### src/rtl/mpu_frame_arbiter.sv
// Frame-granular round-robin arbiter feeding the RS encoder input.
// Every frame leaving on m_axis is exactly FRAME_LEN bytes with last on the
// final byte. Short messages are padded with PAD_BYTE. Overlong messages are
// cut at FRAME_LEN, and their remaining bytes are drained from the source.
module mpu_frame_arbiter #(
  parameter int         NUM_SRC   = 4,
  parameter int         FRAME_LEN = 223,
  parameter logic [7:0] PAD_BYTE  = 8'h00
) (
  input  logic                       clk,
  input  logic                       rst,
  input  logic                       enable,
  input  logic [NUM_SRC-1:0]         s_axis_valid,
  output logic [NUM_SRC-1:0]         s_axis_ready,
  input  logic [8*NUM_SRC-1:0]       s_axis_data,
  input  logic [NUM_SRC-1:0]         s_axis_last,
  output logic                       m_axis_valid,
  input  logic                       m_axis_ready,
  output logic [7:0]                 m_axis_data,
  output logic                       m_axis_last,
  output logic [$clog2(NUM_SRC)-1:0] m_axis_src,
  output logic                       short_err,
  output logic                       long_err,
  output logic [31:0]                frame_cnt
);

  localparam int SRC_W = $clog2(NUM_SRC);
  localparam int CNT_W = (FRAME_LEN > 1) ? $clog2(FRAME_LEN) : 1;
  localparam logic [CNT_W-1:0] LAST_IDX = CNT_W'(FRAME_LEN - 1);
  localparam logic [SRC_W-1:0] RR_INIT  = SRC_W'(NUM_SRC - 1);

  typedef enum logic [1:0] {
    S_IDLE,
    S_PASS,
    S_PAD,
    S_DROP
  } state_t;

  state_t            state_q, state_d;
  logic [SRC_W-1:0]  grant_q, grant_d;
  logic [SRC_W-1:0]  rr_ptr_q, rr_ptr_d;
  logic [CNT_W-1:0]  byte_cnt_q, byte_cnt_d;
  logic [31:0]       frame_cnt_q, frame_cnt_d;
  logic              short_err_q, short_err_d;
  logic              long_err_q, long_err_d;

  logic [SRC_W-1:0]  pick;
  logic              pick_vld;
  logic [SRC_W-1:0]  cand;

  logic              sel_valid;
  logic              sel_last;
  logic [7:0]        sel_data;
  logic              at_last;

  assign sel_valid = s_axis_valid[grant_q];
  assign sel_last  = s_axis_last[grant_q];
  assign sel_data  = s_axis_data[{grant_q, 3'b000} +: 8];
  assign at_last   = (byte_cnt_q == LAST_IDX);

  assign m_axis_src = grant_q;
  assign short_err  = short_err_q;
  assign long_err   = long_err_q;
  assign frame_cnt  = frame_cnt_q;

  // Round-robin search: first requester strictly after the last granted ID.
  always_comb begin
    pick     = '0;
    pick_vld = 1'b0;
    cand     = '0;
    for (int i = 1; i <= NUM_SRC; i++) begin
      cand = SRC_W'((int'(rr_ptr_q) + i) % NUM_SRC);
      if (!pick_vld && s_axis_valid[cand]) begin
        pick_vld = 1'b1;
        pick     = cand;
      end
    end
  end

  // Next-state, counters and stream outputs; m_axis_valid never depends on m_axis_ready.
  always_comb begin
    state_d      = state_q;
    grant_d      = grant_q;
    rr_ptr_d     = rr_ptr_q;
    byte_cnt_d   = byte_cnt_q;
    frame_cnt_d  = frame_cnt_q;
    short_err_d  = 1'b0;
    long_err_d   = 1'b0;
    m_axis_valid = 1'b0;
    m_axis_data  = 8'h00;
    m_axis_last  = 1'b0;
    s_axis_ready = '0;

    case (state_q)
      S_IDLE: begin
        if (enable && pick_vld) begin
          grant_d    = pick;
          rr_ptr_d   = pick;
          byte_cnt_d = '0;
          state_d    = S_PASS;
        end
      end

      S_PASS: begin
        m_axis_valid          = sel_valid;
        m_axis_data           = sel_data;
        m_axis_last           = at_last;
        s_axis_ready[grant_q] = m_axis_ready;
        if (sel_valid && m_axis_ready) begin
          if (!at_last) begin
            byte_cnt_d = byte_cnt_q + 1'b1;
            if (sel_last) begin
              short_err_d = 1'b1;
              state_d     = S_PAD;
            end
          end else begin
            frame_cnt_d = frame_cnt_q + 32'd1;
            byte_cnt_d  = '0;
            if (sel_last) begin
              state_d = S_IDLE;
            end else begin
              long_err_d = 1'b1;
              state_d    = S_DROP;
            end
          end
        end
      end

      S_PAD: begin
        m_axis_valid = 1'b1;
        m_axis_data  = PAD_BYTE;
        m_axis_last  = at_last;
        if (m_axis_ready) begin
          if (at_last) begin
            frame_cnt_d = frame_cnt_q + 32'd1;
            byte_cnt_d  = '0;
            state_d     = S_IDLE;
          end else begin
            byte_cnt_d = byte_cnt_q + 1'b1;
          end
        end
      end

      S_DROP: begin
        // Tail bytes are accepted and discarded until the source ends its message.
        s_axis_ready[grant_q] = 1'b1;
        if (sel_valid && sel_last) begin
          state_d = S_IDLE;
        end
      end

      default: begin
        state_d = S_IDLE;
      end
    endcase
  end

  // State and counter registers; reset abandons any frame in flight.
  always_ff @(posedge clk or posedge rst) begin
    if (rst) begin
      state_q     <= S_IDLE;
      grant_q     <= '0;
      rr_ptr_q    <= RR_INIT;
      byte_cnt_q  <= '0;
      frame_cnt_q <= 32'd0;
      short_err_q <= 1'b0;
      long_err_q  <= 1'b0;
    end else begin
      state_q     <= state_d;
      grant_q     <= grant_d;
      rr_ptr_q    <= rr_ptr_d;
      byte_cnt_q  <= byte_cnt_d;
      frame_cnt_q <= frame_cnt_d;
      short_err_q <= short_err_d;
      long_err_q  <= long_err_d;
    end
  end

endmodule

### config.mk
export PLATFORM = sky130hd
export DESIGN_NAME = mpu_frame_arbiter
export DESIGN_NICKNAME = d
export VERILOG_FILES = /design/src/rtl/mpu_frame_arbiter.sv
export SDC_FILE = /design/constraint.sdc
export NUM_CORES = 1
export LEC_CHECK = 0
export ABC_CLOCK_PERIOD_IN_PS = 2400
export CAP_MARGIN = 20
export CORE_MARGIN = 4
export CORE_UTILIZATION = 40
export CTS_CLUSTER_SIZE = 12
export DETAILED_ROUTE_END_ITERATION = 12
export PLACE_DENSITY_LB_ADDON = 0.15
export SLEW_MARGIN = 20
export SYNTH_ARGS = -nofsm -noshare
export SYNTH_HDL_FRONTEND = slang
export SYNTH_SLANG_ARGS = --single-unit
### constraint.sdc
create_clock -name clk -period 2.4 [get_ports clk]
set_input_delay 0.24 -clock clk [delete_from_list [all_inputs] [get_ports clk]]
set_output_delay 0.24 -clock clk [all_outputs]
set_load 0.1 [all_outputs]
Word-level counts from Yosys, hierarchy flattened
Cells that the tools add are included.
{"block": "word_totals", "regBits": 48, "input_bits": 44}
{"block": "classes", "n_addsub": 6, "order_cmp": 6, "n_eq_ne": 10, "shifts": 1, "muxes": 52, "bitwise": 1, "n_reduce_logical": 18}
{"operator": "2-to-1 mux 32 bit", "n": 3}
{"operator": "case mux 32 bit (2 select lines)", "n": 1}
{"operator": "2-to-1 mux 8 bit", "n": 5}
{"operator": "adder 32 x 1 -> 32 bit, second input constant", "n": 1}
{"operator": "variable part select 32 x 6 -> 8 bit", "n": 1}
{"operator": "2-to-1 mux 2 bit", "n": 12}
{"operator": "case mux 8 bit (3 select lines)", "n": 1}
{"operator": "2-to-1 mux 1 bit", "n": 20}
{"operator": "less-than comparator 2 x 3 -> 1 bit, second input constant", "n": 5}
{"operator": "binary-select mux 1 bit (select 2 bit)", "n": 6}
{"operator": "inequality test 2 bit, second input constant", "n": 5}
{"operator": "adder 8 x 1 -> 8 bit, second input constant", "n": 1}
{"operator": "== test 8 bit, second input constant", "n": 1}
{"operator": "case mux 2 bit (4 select lines)", "n": 1}
{"operator": "case mux 4 bit (2 select lines)", "n": 1}
{"operator": "logical AND 1 bit", "n": 7}
{"operator": "AND reduction 6 bit", "n": 1}
{"operator": "adder 2 x 1 -> 2 bit, second input constant", "n": 2}
{"operator": "adder 2 bit, second input constant", "n": 2}
{"operator": "AND 4 bit", "n": 1}
{"operator": "== test 2 bit, second input constant", "n": 2}
{"operator": "AND reduction 4 bit", "n": 1}
{"operator": "zero test 1 bit", "n": 3}
{"operator": "inequality test 3 bit, second input constant", "n": 1}
{"operator": "10 further kinds", "n": 10}

Longest topological paths before layout
Gate-level depths: netlist (run 1).
{"block": "depth", "depth_word": 16, "ltp_mapped": 8, "depth_no_buf": 7}

Worst setup path after synthesis (run 1)
OpenSTA, ideal clock, no wires.
{"block": "synth_path", "path_type": "reg-to-output", "startpoint": "register grant_q[0] (netlist: m_axis_src[0])", "endpoint": "output port s_axis_ready[3]", "arrival_ns": 3.894, "required_ns": 2.160, "slack_ns": -1.734, "path_stages_with_launch": 4, "n_path_buf": 1, "path_cell_list": "dfrtp_1 > buf_1 > inv_1 > nor3b_1"}
{"block": "synth_between", "elab_chain_cells": 6}
{"element": "start, declared", "line": "40", "text": "logic [SRC_W-1:0] grant_q, grant_d;"}
{"element": "start signal, assigned", "line": "170", "text": "grant_q <= grant_d;"}
{"element": "less-than comparator 2 x 3 -> 1 bit (not written as such) / >= comparator 2 x 1 -> 1 bit (equally long branches)", "line": "108, 146"}
{"element": "logical AND 1 bit (not written as such)", "line": "108, 146"}
{"element": "2-to-1 mux 1 bit (not written as such)", "line": "108, 146"}
{"element": "demux 1 bit (select 2 bit) (*)", "line": "108, 146"}
{"element": "AND 4 bit (no source line)"}
{"element": "case mux 4 bit (2 select lines) (*)", "line": "94", "text": "case (state_q)"}
{"element": "end, declared", "line": "14", "text": "output logic [NUM_SRC-1:0] s_axis_ready,"}
Mark *: on every way between the ends. The rest lies on a longest branch, timed or not.

Worst setup path after layout (run 1)
{"block": "layout_path", "startpoint": "register byte_cnt_q[0]", "endpoint": "register frame_cnt_q[16] (netlist: frame_cnt[16])"}
{"block": "layout_between", "elab_chain_cells": 4}
{"element": "start, declared", "line": "42", "text": "logic [CNT_W-1:0] byte_cnt_q, byte_cnt_d;"}
{"element": "start signal, assigned", "line": "172", "text": "byte_cnt_q <= byte_cnt_d;"}
{"element": "== test 8 bit (*)", "line": "59", "text": "assign at_last = (byte_cnt_q == LAST_IDX);"}
{"element": "2-to-1 mux 32 bit (*)"}
{"element": "2-to-1 mux 32 bit (on tied branches)"}
{"element": "case mux 32 bit (2 select lines) (*)"}
{"element": "end signal, assigned", "line": "173", "text": "frame_cnt_q <= frame_cnt_d;"}
{"element": "end, declared", "line": "43", "text": "logic [31:0] frame_cnt_q, frame_cnt_d;"}
Mark *: on every way between the ends. The rest lies on a longest branch, timed or not. The select of a mux whose other input is x is not followed.
A chain may end at the register's enable or synchronous reset.

==> results.md, run 1 <==
* Clk_skew at 0.00363 ns
* Share of layout cells above drive strength 1 at 27.5%
* Post-synthesis net count at 319
* GRT Total Usage at 17.8%
* Outcome: finished, final reports clean
* Slew margin rel. at 61.6%
* Synth Register Bits at 48
* Row cnt at 30
* Layout area overhead at 46.1%
* First-pass GRT wire length at 12100 um
* Reg2reg path depth at 7
* Final period util at 90.8%
* Num CTS Buffers at 5
* Max-cap violation count at 0
* Async SR Flop Fraction at 100%
* Final setup fails at 0
* Worst Path Arrival at 2.42 ns
* GRT overflow at 0
* Input/output buffers at 93
* R2R setup slack at 0.22 ns
* Initial antenna violation count at 0
* Final hold viol count at 0
* Die Y at 91.7 um
* FF-to-FF End: frame_cnt[16]
* Worst-Margin Slew at 0.574 ns
* Leakage power at 1.84 nW
* Max Root-Sink Buffers at 2
* Post-route setup TNS at 0 ns
* HPWL Detailed at roughly 5600 um
* WP data required at 2.64 ns
* Syn avg cell area at 10.5 um2
* Syn Inst Count at roughly 270
* Inserted Diodes at 0
* Die area at 8400 um2
* CTS Root Cell: clkbuf_8
* Hold Path Class: in -> async
* Startpoint Class: flip-flop
* Crit path launch: byte_cnt_q[0]
* Worst-path fanout max at 12
* Worst-skew pair later-pin latency at 0.31 ns
* Vias in the first global route at 2394
* CTS tree: yes
* Register area share after synthesis at 43.0%
* Power Density at ~950 nW/um2
* Placed Instance Area at between 3000 and 4000 um2
* CP endpoint: frame_cnt[16]
* Fin nets at 422
* FMAX at 459 MHz
* Post-CTS Hold Fix Bufs at 0
* Core Area at 6790 um2
* Clock slew at reported path FFs at 0.09 ns
* # IOs at 94
* Vias per cell at 5.16
* Cell with the most instances after synthesis: dfrtp_1
* DRT antenna net count at 0
* Fin crit period at 2.18 ns
* Post-Syn Area at between 2000 and 3000 um2
* Top FF cell, synth: dfrtp_1
* CP endpoint kind: flip-flop
* 1st-iter DRT viols at 73
* Largest cells by area after synthesis: dfrtp_1 (41%), mux4_2 (8.0%), xnor2_1 (6.6%)
* GPL Wtd Cong at 0.860
* DR WL/cell at 15.3 um
* Critical path class: reg -> reg
* EDFF count, synth at 0
* Drt pass-1 iters at 4
* Pin count of the biggest net entering global routing at 24
* Top cell type's share of synthesized area at 41.1%
* Drt drc at 0
* Post-synth top area cell: dfrtp_1
* Pins Over Slew Limit at 0
* Maximum VDD drop at about 1.1 mV
* Initial Utilization at 41.2%
* Die Width at 91.7 um
* Top cell types by occurrence after synthesis: dfrtp_1 (46), xnor2_1 (21), nand3_1 (19)
* Design Area, Final at 4090 um2
* Sink Count at 48
* WL final at 7140 um
* RSZ-0062 raised after global routing: false
* R2r startpoint: byte_cnt_q[0]
* Ys Warns at 0
* H-tree levels at 2
* Routed via count at roughly 2400
* Fillers at 599
* Yosys cell types at 45
-- power by group --
group | internal [mW] | leakage (nW) | switching [mW]
Clock | 0.233 | 0.0434 | 0.280
Combinational | 0.923 | 1.15 | 1.49
Sequential | 0.896 | 0.638 | 0.0779
Total | 2.05 | 1.84 | 1.85
-- worst min-delay path by stage --
stage | start | endpoint
6_report | rst | frame_cnt[20]
5_1_grt | rst | frame_cnt[25]
4_1_cts | rst | frame_cnt[20]
3_5_place_dp | frame_cnt[31] | frame_cnt[31]
3_3_place_gp | frame_cnt[31] | frame_cnt[31]
2_1_floorplan | m_axis_ready | short_err
-- registers in the layout, indices dropped and copies added, names as in the netlist --
| signal | count |
|---|---|
| frame_cnt | 32 |
| byte_cnt_q | 8 |
| m_axis_src | 2 |
| rr_ptr_q | 2 |
| state_q | 2 |
| long_err | 1 |
| short_err | 1 |
-- stage by stage --
step	setup slack (ns)	std cells	utilization, %	power (mW)	hold WS (ns)
final	0.221	467	60.2	3.90	0.155
after global routing	0.0895	467	60.2	4.10	0.178
after floorplan	0.0244	267	-	2.64	0.411
after CTS	0.0870	467	60.1	3.92	0.154
after global placement	0.117	459	58.7	3.38	0.469
after detailed placement	0.0947	459	58.7	3.40	0.471
-- per-layer routing --
metal / vias up / wire length (um) / track usage (%)
li1: 1182 / - / -
met1: 1168 / 3150 / 23.4
met2: 49 / 3610 / 29.9
met3: 9 / 281 / 2.87
met4: 0 / 96 / 5.65
met5: - / 0 / 0
-- what timing repair did --
item                       in CTS  in global routing
setup buffers                   0                  0
setup endpoints to repair       0                  3
resized for setup               0                  1
-- layout make-up --
class	instances	area, um2	share of cell area [%]
well taps	96	120	2.94
clock buffers	6	82.6	2.02
clock inverters	2	15.0	0.367
flip-flops and latches	48	1210	29.7
repair buffers	105	1070	26.2
inverters	11	41.3	1.01
multi-input cells	199	1550	37.8
-- logic make-up (layout without fill, tap and decap cells) --
kind of cell             count (synthesis)  in the layout  share of synthesized area, %
adder cells (fa/ha/maj)                  8              8                          3.58
AO/OA/AOI/OAI                           34             34                          7.82
XOR/XNOR                                31             31                          9.70
AND/OR/NAND/NOR                        113            113                          23.2
buffers and inverters                   20            124                          3.58
multiplexers                            13             13                          9.12
flip-flops                              48             48                          43.0
-- layout by cell type (no fill, tap or decap), types with 3 or more instances in the layout --
master / Yosys / final
xor2_1: 10 / 10
clkdlybuf4s50_1: 0 / 43
ha_1: 8 / 8
nand4_1: 14 / 14
mux4_2: 10 / 10
a21o_1: 3 / 3
nor2_1: 9 / 9
o31ai_1: 4 / 4
nor3_1: 8 / 6
nand2b_1: 4 / 4
xnor2_1: 21 / 21
buf_12: 0 / 14
dfrtp_1: 46 / 39
dfrtp_2: 0 / 7
o21ai_0: 12 / 12
inv_1: 11 / 10
buf_4: 0 / 48
clkbuf_8: 0 / 6
and4_1: 4 / 4
nand2_1: 15 / 15
and2_1: 11 / 11
a21oi_1: 4 / 3
mux2i_1: 3 / 3
nand3_1: 19 / 19
and3_1: 10 / 10
-- critical path: stages (launching register included) --
cell and delay, ns:
dfrtp_1 0.43, inv_1 0.07, ha_1 0.17, and4b_1 0.23, nand3_1 0.18, or2_2 0.46, nor4b_1 0.40, xor2_1 0.17
(Power assumes the default switching activity.)
==> run 2, diff against run 1 <==
- CORE_UTILIZATION: 40 -> 46
==> results.md, run 2 (synthesis gave the netlist of run 1 again) <==
* Outcome: finished, final reports clean
* CP Cell Sequence: inv_1 -> ha_1 -> and4b_1 -> nand3_1 -> or2_2 -> nor4_1 -> xor2_1
* Slew margin rel. at 60.5% (-1.1 points)
* Final setup fails at 0 (unchanged)
* Inserted Diodes at 0 (unchanged)
* Routing usage on met2 at 35.9% (+6.1 points)
* FMAX at 468 MHz (+1.9%)
* Clock slew at reported path FFs at 0.10 ns (about the same)
* Fillers at 454 (-24%)
* Largest stage delay, worst path at 0.45 ns (about the same)
* CP endpoint kind: flip-flop
* Post-route setup TNS at 0 ns (unchanged)
* Vias per cell at 5.50 (+6.7%)
* Pins Over Slew Limit at 0 (unchanged)
* Commonest non-fill, non-tap cell in the layout: buf_4
* Total Power at 4.09 mW (+4.8%)
* H-tree levels at 2 (unchanged)
* Drt pass-1 iters at 5 (+1)
* Clock power frac at 17.2% (+4.0 points)
* Sequential share of power at 23.8% (-1.2 points)
* HPWL Detailed at 5750 um (+2.2%)
* Fin nets at 421 (-0.24%)
* Pint at 2.23 mW (+8.7%)
* Clk_skew at 0.0142 ns (+0.0106 ns)
* Critical path class: reg -> reg
* Max-cap violation count at 0 (unchanged)
* Die Width at 86.0 um (-6.2%)
* Leakage power at 1.86 nW (+1.1%)
* WP data required at 2.62 ns (-0.02 ns)
* Comb pwr share at 59.0% (-2.8 points)
* Startpoint Class: flip-flop
* DR WL/cell at 16.3 um (+6.3%)
* CTS Root Cell: clkbuf_8
* Die Y at 86.0 um (-6.2%)
* GPL Wtd Cong at 0.822 (-4.4%)
* Pre-CTS WS at 0.0922 ns (-0.00246 ns)
* Switching pwr at 1.85 mW (+0.39%)
* Worst-path fanout max at 12 (unchanged)
* Post-CTS Hold Fix Bufs at 0 (unchanged)
* Final period util at 89.1% (-1.7 points)
* Initial antenna violation count at 0 (unchanged)
* 1st-iter DRT viols at 88 (+21%)
* Worst-skew pair later-pin latency at 0.30 ns (about the same)
* # IOs at 94 (unchanged)
* Fin crit period at 2.14 ns (-0.0411 ns)
* DRT antenna net count at 0 (unchanged)
* GRT Total Usage at 20.2% (+2.4 points)
* Row cnt at 28 (-6.7%)
* Initial Utilization at 47.3% (+6.1 points)
* Input/output buffers at 93 (unchanged)
* Delay-heaviest family, CP: simple AND/OR/NAND/NOR gates
* Num CTS Buffers at 5 (unchanged)
* Final hold viol count at 0 (unchanged)
* RSZ-0062 raised after global routing: false
* Drt drc at 0 (unchanged)
* Sink Count at 48 (unchanged)
* Grt met1 use at 25.9% (+2.4 points)
* Number of flip-flops in the largest register at 32 (unchanged)
* Die area at 7400 um2 (-12%)
* Slowest CP cell: or2_2
* Worst path bufs/invs at 1 (unchanged)
* Pin count of the biggest net entering global routing at 26 (+8.3%)
* CTS tree: yes
* Power Density at 995 nW/um2 (+4.4%)
* Share of layout cells above drive strength 1 at 27.8% (+0.34 points)
* Busiest grt layer: met2
* Routed via count at 2448 (+1.7%)
* Setup WS post-layout at 0.263 ns (+0.0411 ns)
* Worst-Margin Slew at 0.591 ns (+0.0162 ns)
* Vias in the first global route at 2458 (+2.7%)
* Hold Path Class: in -> async
* Maximum VDD drop at 0.853 mV (-26%)
* Max Root-Sink Buffers at 2 (unchanged)
* Commonest cells after routing, fill and taps aside: buf_4 (47), clkdlybuf4s50_1 (43), dfrtp_1 (39)
* Worst Path Arrival at 2.36 ns (-0.06 ns)
* First-pass GRT wire length at 12000 um (-0.91%)
* GRT overflow at 0 (unchanged)
* Layout area overhead at 46.6%
* WL final at 7240 um (+1.3%)
* Switching fraction of total power at 45.4% (-2.0 points)
* Met3 global-route usage at 3.17% (+0.30 points)
* Core Area at 5920 um2 (-13%)
==> run 2: cell count changes in the layout (fill, tap and decap cells not counted), sizes merged <==
cell,before,now
buf,62,61
bufinv,0,2
clkbuf,6,5
clkinvlp,2,0
inv,11,12
==> run 2: worst paths after layout <==
check	start	end	slack, ns	cells after the start
setup / recovery	byte_cnt_q[0]	frame_cnt[18]	0.26	7
hold / removal	rst	frame_cnt[22]	0.14	2
setup reg to reg	byte_cnt_q[0]	frame_cnt[18]	0.26	7
hold reg to reg	frame_cnt[31]	frame_cnt[31]	0.49	1
max in group asynchronous	rst	frame_cnt[9]	1.68	3
min in group clk	frame_cnt[31]	frame_cnt[31]	0.49	1
==> run 2: area by class of cell <==
| type | instances | area, um2 | share of cell area [%] |
|---|---|---|---|
| flip-flops and latches | 48 | 1210 | 29.5 |
| multi-input cells | 199 | 1560 | 37.9 |
| repair buffers | 104 | 1060 | 25.9 |
| well taps | 75 | 93.8 | 2.29 |
| clock buffers | 5 | 68.8 | 1.68 |
| inverters | 11 | 41.3 | 1.01 |
| clock inverters | 3 | 68.8 | 1.68 |
==> run 2: layer usage <==
metal	vias up	wire (um)
met1	1214	3060
met5	-	0
met3	6	259
li1	1177	-
met4	0	76
met2	51	3840
==> run 2: power by group through the flow <==
stage / combinational [mW] / clock [mW] / sequential (mW)
after floorplan: 1.53 / 0 / 1.11
after global placement: 2.38 / 0 / 0.983
after detailed placement: 2.41 / 0 / 0.988
after CTS: 2.41 / 0.717 / 0.974
after global routing: 2.55 / 0.755 / 0.988
final: 2.41 / 0.703 / 0.974
==> run 2: per-stage QoR <==
stage	cells	hold WS, ns	utilization (%)	area [um2]
after global routing	445	0.145	69.3	4100
after global placement	437	0.462	66.8	3950
after floorplan	267	0.411	-	2860
final	445	0.141	69.3	4100
after detailed placement	437	0.476	66.8	3950
after CTS	445	0.142	69.1	4090
==> run 2: timing repair <==
action / in CTS / in global routing
resized for setup: 0 / 3
setup buffers: 0 / 0
endpoints found under the setup margin: 0 / 5
==> edit, RTL diff (flow settings as in run 2) <==
Reset style: synchronous (`rst`), changed in one clocked block.
--- a/src/rtl/mpu_frame_arbiter.sv
+++ b/src/rtl/mpu_frame_arbiter.sv
@@ -157,5 +157,5 @@
 
   // State and counter registers; reset abandons any frame in flight.
-  always_ff @(posedge clk or posedge rst) begin
+  always_ff @(posedge clk) begin
     if (rst) begin
       state_q     <= S_IDLE;
Check against the original RTL: differs if rst is asserted again (counterexample within 4 cycles, from zero or initial values and one cycle with rst high); with rst held inactive, the same outputs for 4 cycles.
==> edit against run 2 <==
Setup slack got worse by 0.13 ns; synthesized area rose by 2.3%; power is 32% lower; sequential share of layout area is 5.9 points lower; utilization grew 0.30 points; sequential cell count unchanged; wire length grew 15%; cell count grew 16%; global-route usage up 1.4 points; design area up 1.6%; critical path type unchanged; critical endpoint is now frame_cnt[30]; largest power group unchanged.
==> edit: results <==
timing:
  tightest_slew_ns: 0.755
  finalClockSkew_ns: 0.00674
global_route:
  grt_pass1_vias: 2747
  grt_max_degree: 38
  grt_pass1_wl_um: 13200
  grt_usage_pct: 21.6
detailed_routing:
  met3WireLength_um: 723
  num_vias: 3000
  wl_per_cell_um: 16.2
  wl_met2_um: 3910
  met1_length_um: 3640
  drt_iter0_markers: 133
  wl_um: 8340
power_and_ir_drop:
  max-vdd-ir-drop_mv: 0.477
  leakage_nw: 1.54
placement:
  dp_slack_ns: -0.0305
  dpl_cell_area_um2: 4050
  gp_congestion: 0.956
  dpl.hpwl_um: 6480
  dp_cells: 507
  io_buffers: 93
yosys:
  synth_nets: 388
  ys_seq_area_share_pct: 33.6
  synth_ff_type: "dfxtp_1"
  postSynthAreaPerCell_um2: 8.50
  synth_cell_type_count: 54
  synth_common_cells: "48 x dfxtp_1, 31 x a21oi_1, 27 x nor2_1, 20 x nand2_1"
  async_flop_share_pct: 0
  synthTopCellsByArea: "dfxtp_1 34%, mux4_2 7.1%, a21oi_1 5.4%"
final_layout:
  drive_gt1_share_pct: 28.3
  diodes: 0
  nets: 491
  nFillCells: 470
clock_network:
  clk_latency_ns: 0.31
  clockBufferDepth: 2
  cts.clk_slew.worst_paths_ns: 0.09
setup_path:
  cp_max_fo: 14
  cp_data_arrival_time_ns: 2.51
  slowest_delay_ns: 0.54
  cp_slowest_cell: "or4_1"
status:
  status: "finished clean"
min_path:
  hp-class: "flip-flop to flip-flop"
[edit: cells by family (layout without fill, tap and decap cells)]
family	after synthesis	after routing	synth area share, %
AO/OA/AOI/OAI	75	75	15.9
XOR/XNOR	11	11	3.36
adder cells (fa/ha/maj)	7	7	3.06
buffers and inverters	30	134	4.63
flip-flops	48	48	33.6
multiplexers	14	14	9.52
AND/OR/NAND/NOR	152	152	29.9
[edit: routing by layer]
metal,track usage (%),vias up
met4,5.10,0
met2,36.0,103
li1,-,1472
met1,28.5,1419
met5,0,-
met3,4.92,6
[edit: report_power, final]
group / internal [mW] / switching (mW)
combinational: 0.559 / 0.865
clock: 0.234 / 0.274
sequential: 0.831 / 0.0344
[edit: area by class of cell]
type / count / area [µm²] / share of cell area [%]
clock buffers: 7 / 86.3 / 2.07
clock inverters: 1 / 7.51 / 0.180
inverters: 15 / 56.3 / 1.35
multi-input cells: 259 / 1820 / 43.7
flip-flops and latches: 48 / 987 / 23.7
well taps: 75 / 93.8 / 2.25
repair buffers: 111 / 1120 / 26.8
[edit: repair_timing]
item,in CTS,in global routing
resized for setup,0,3
setup endpoints to repair,0,9
buffers inserted,0,1
[edit: worst min-delay path, stage by stage (launching register included)]
cell     delay (ns)
dfxtp_2        0.35
o31ai_1        0.06
a21oi_1        0.05
[edit: path summary, 6_finish.rpt]
kind / start / endpoint / slack [ns] / cells past startpoint
worst max-delay path: state_q[1] / frame_cnt[30] / 0.13 / 7
worst min-delay path: frame_cnt[18] / frame_cnt[18] / 0.49 / 2
worst max register to register: state_q[1] / frame_cnt[30] / 0.13 / 7
worst min register to register: frame_cnt[18] / frame_cnt[18] / 0.49 / 2
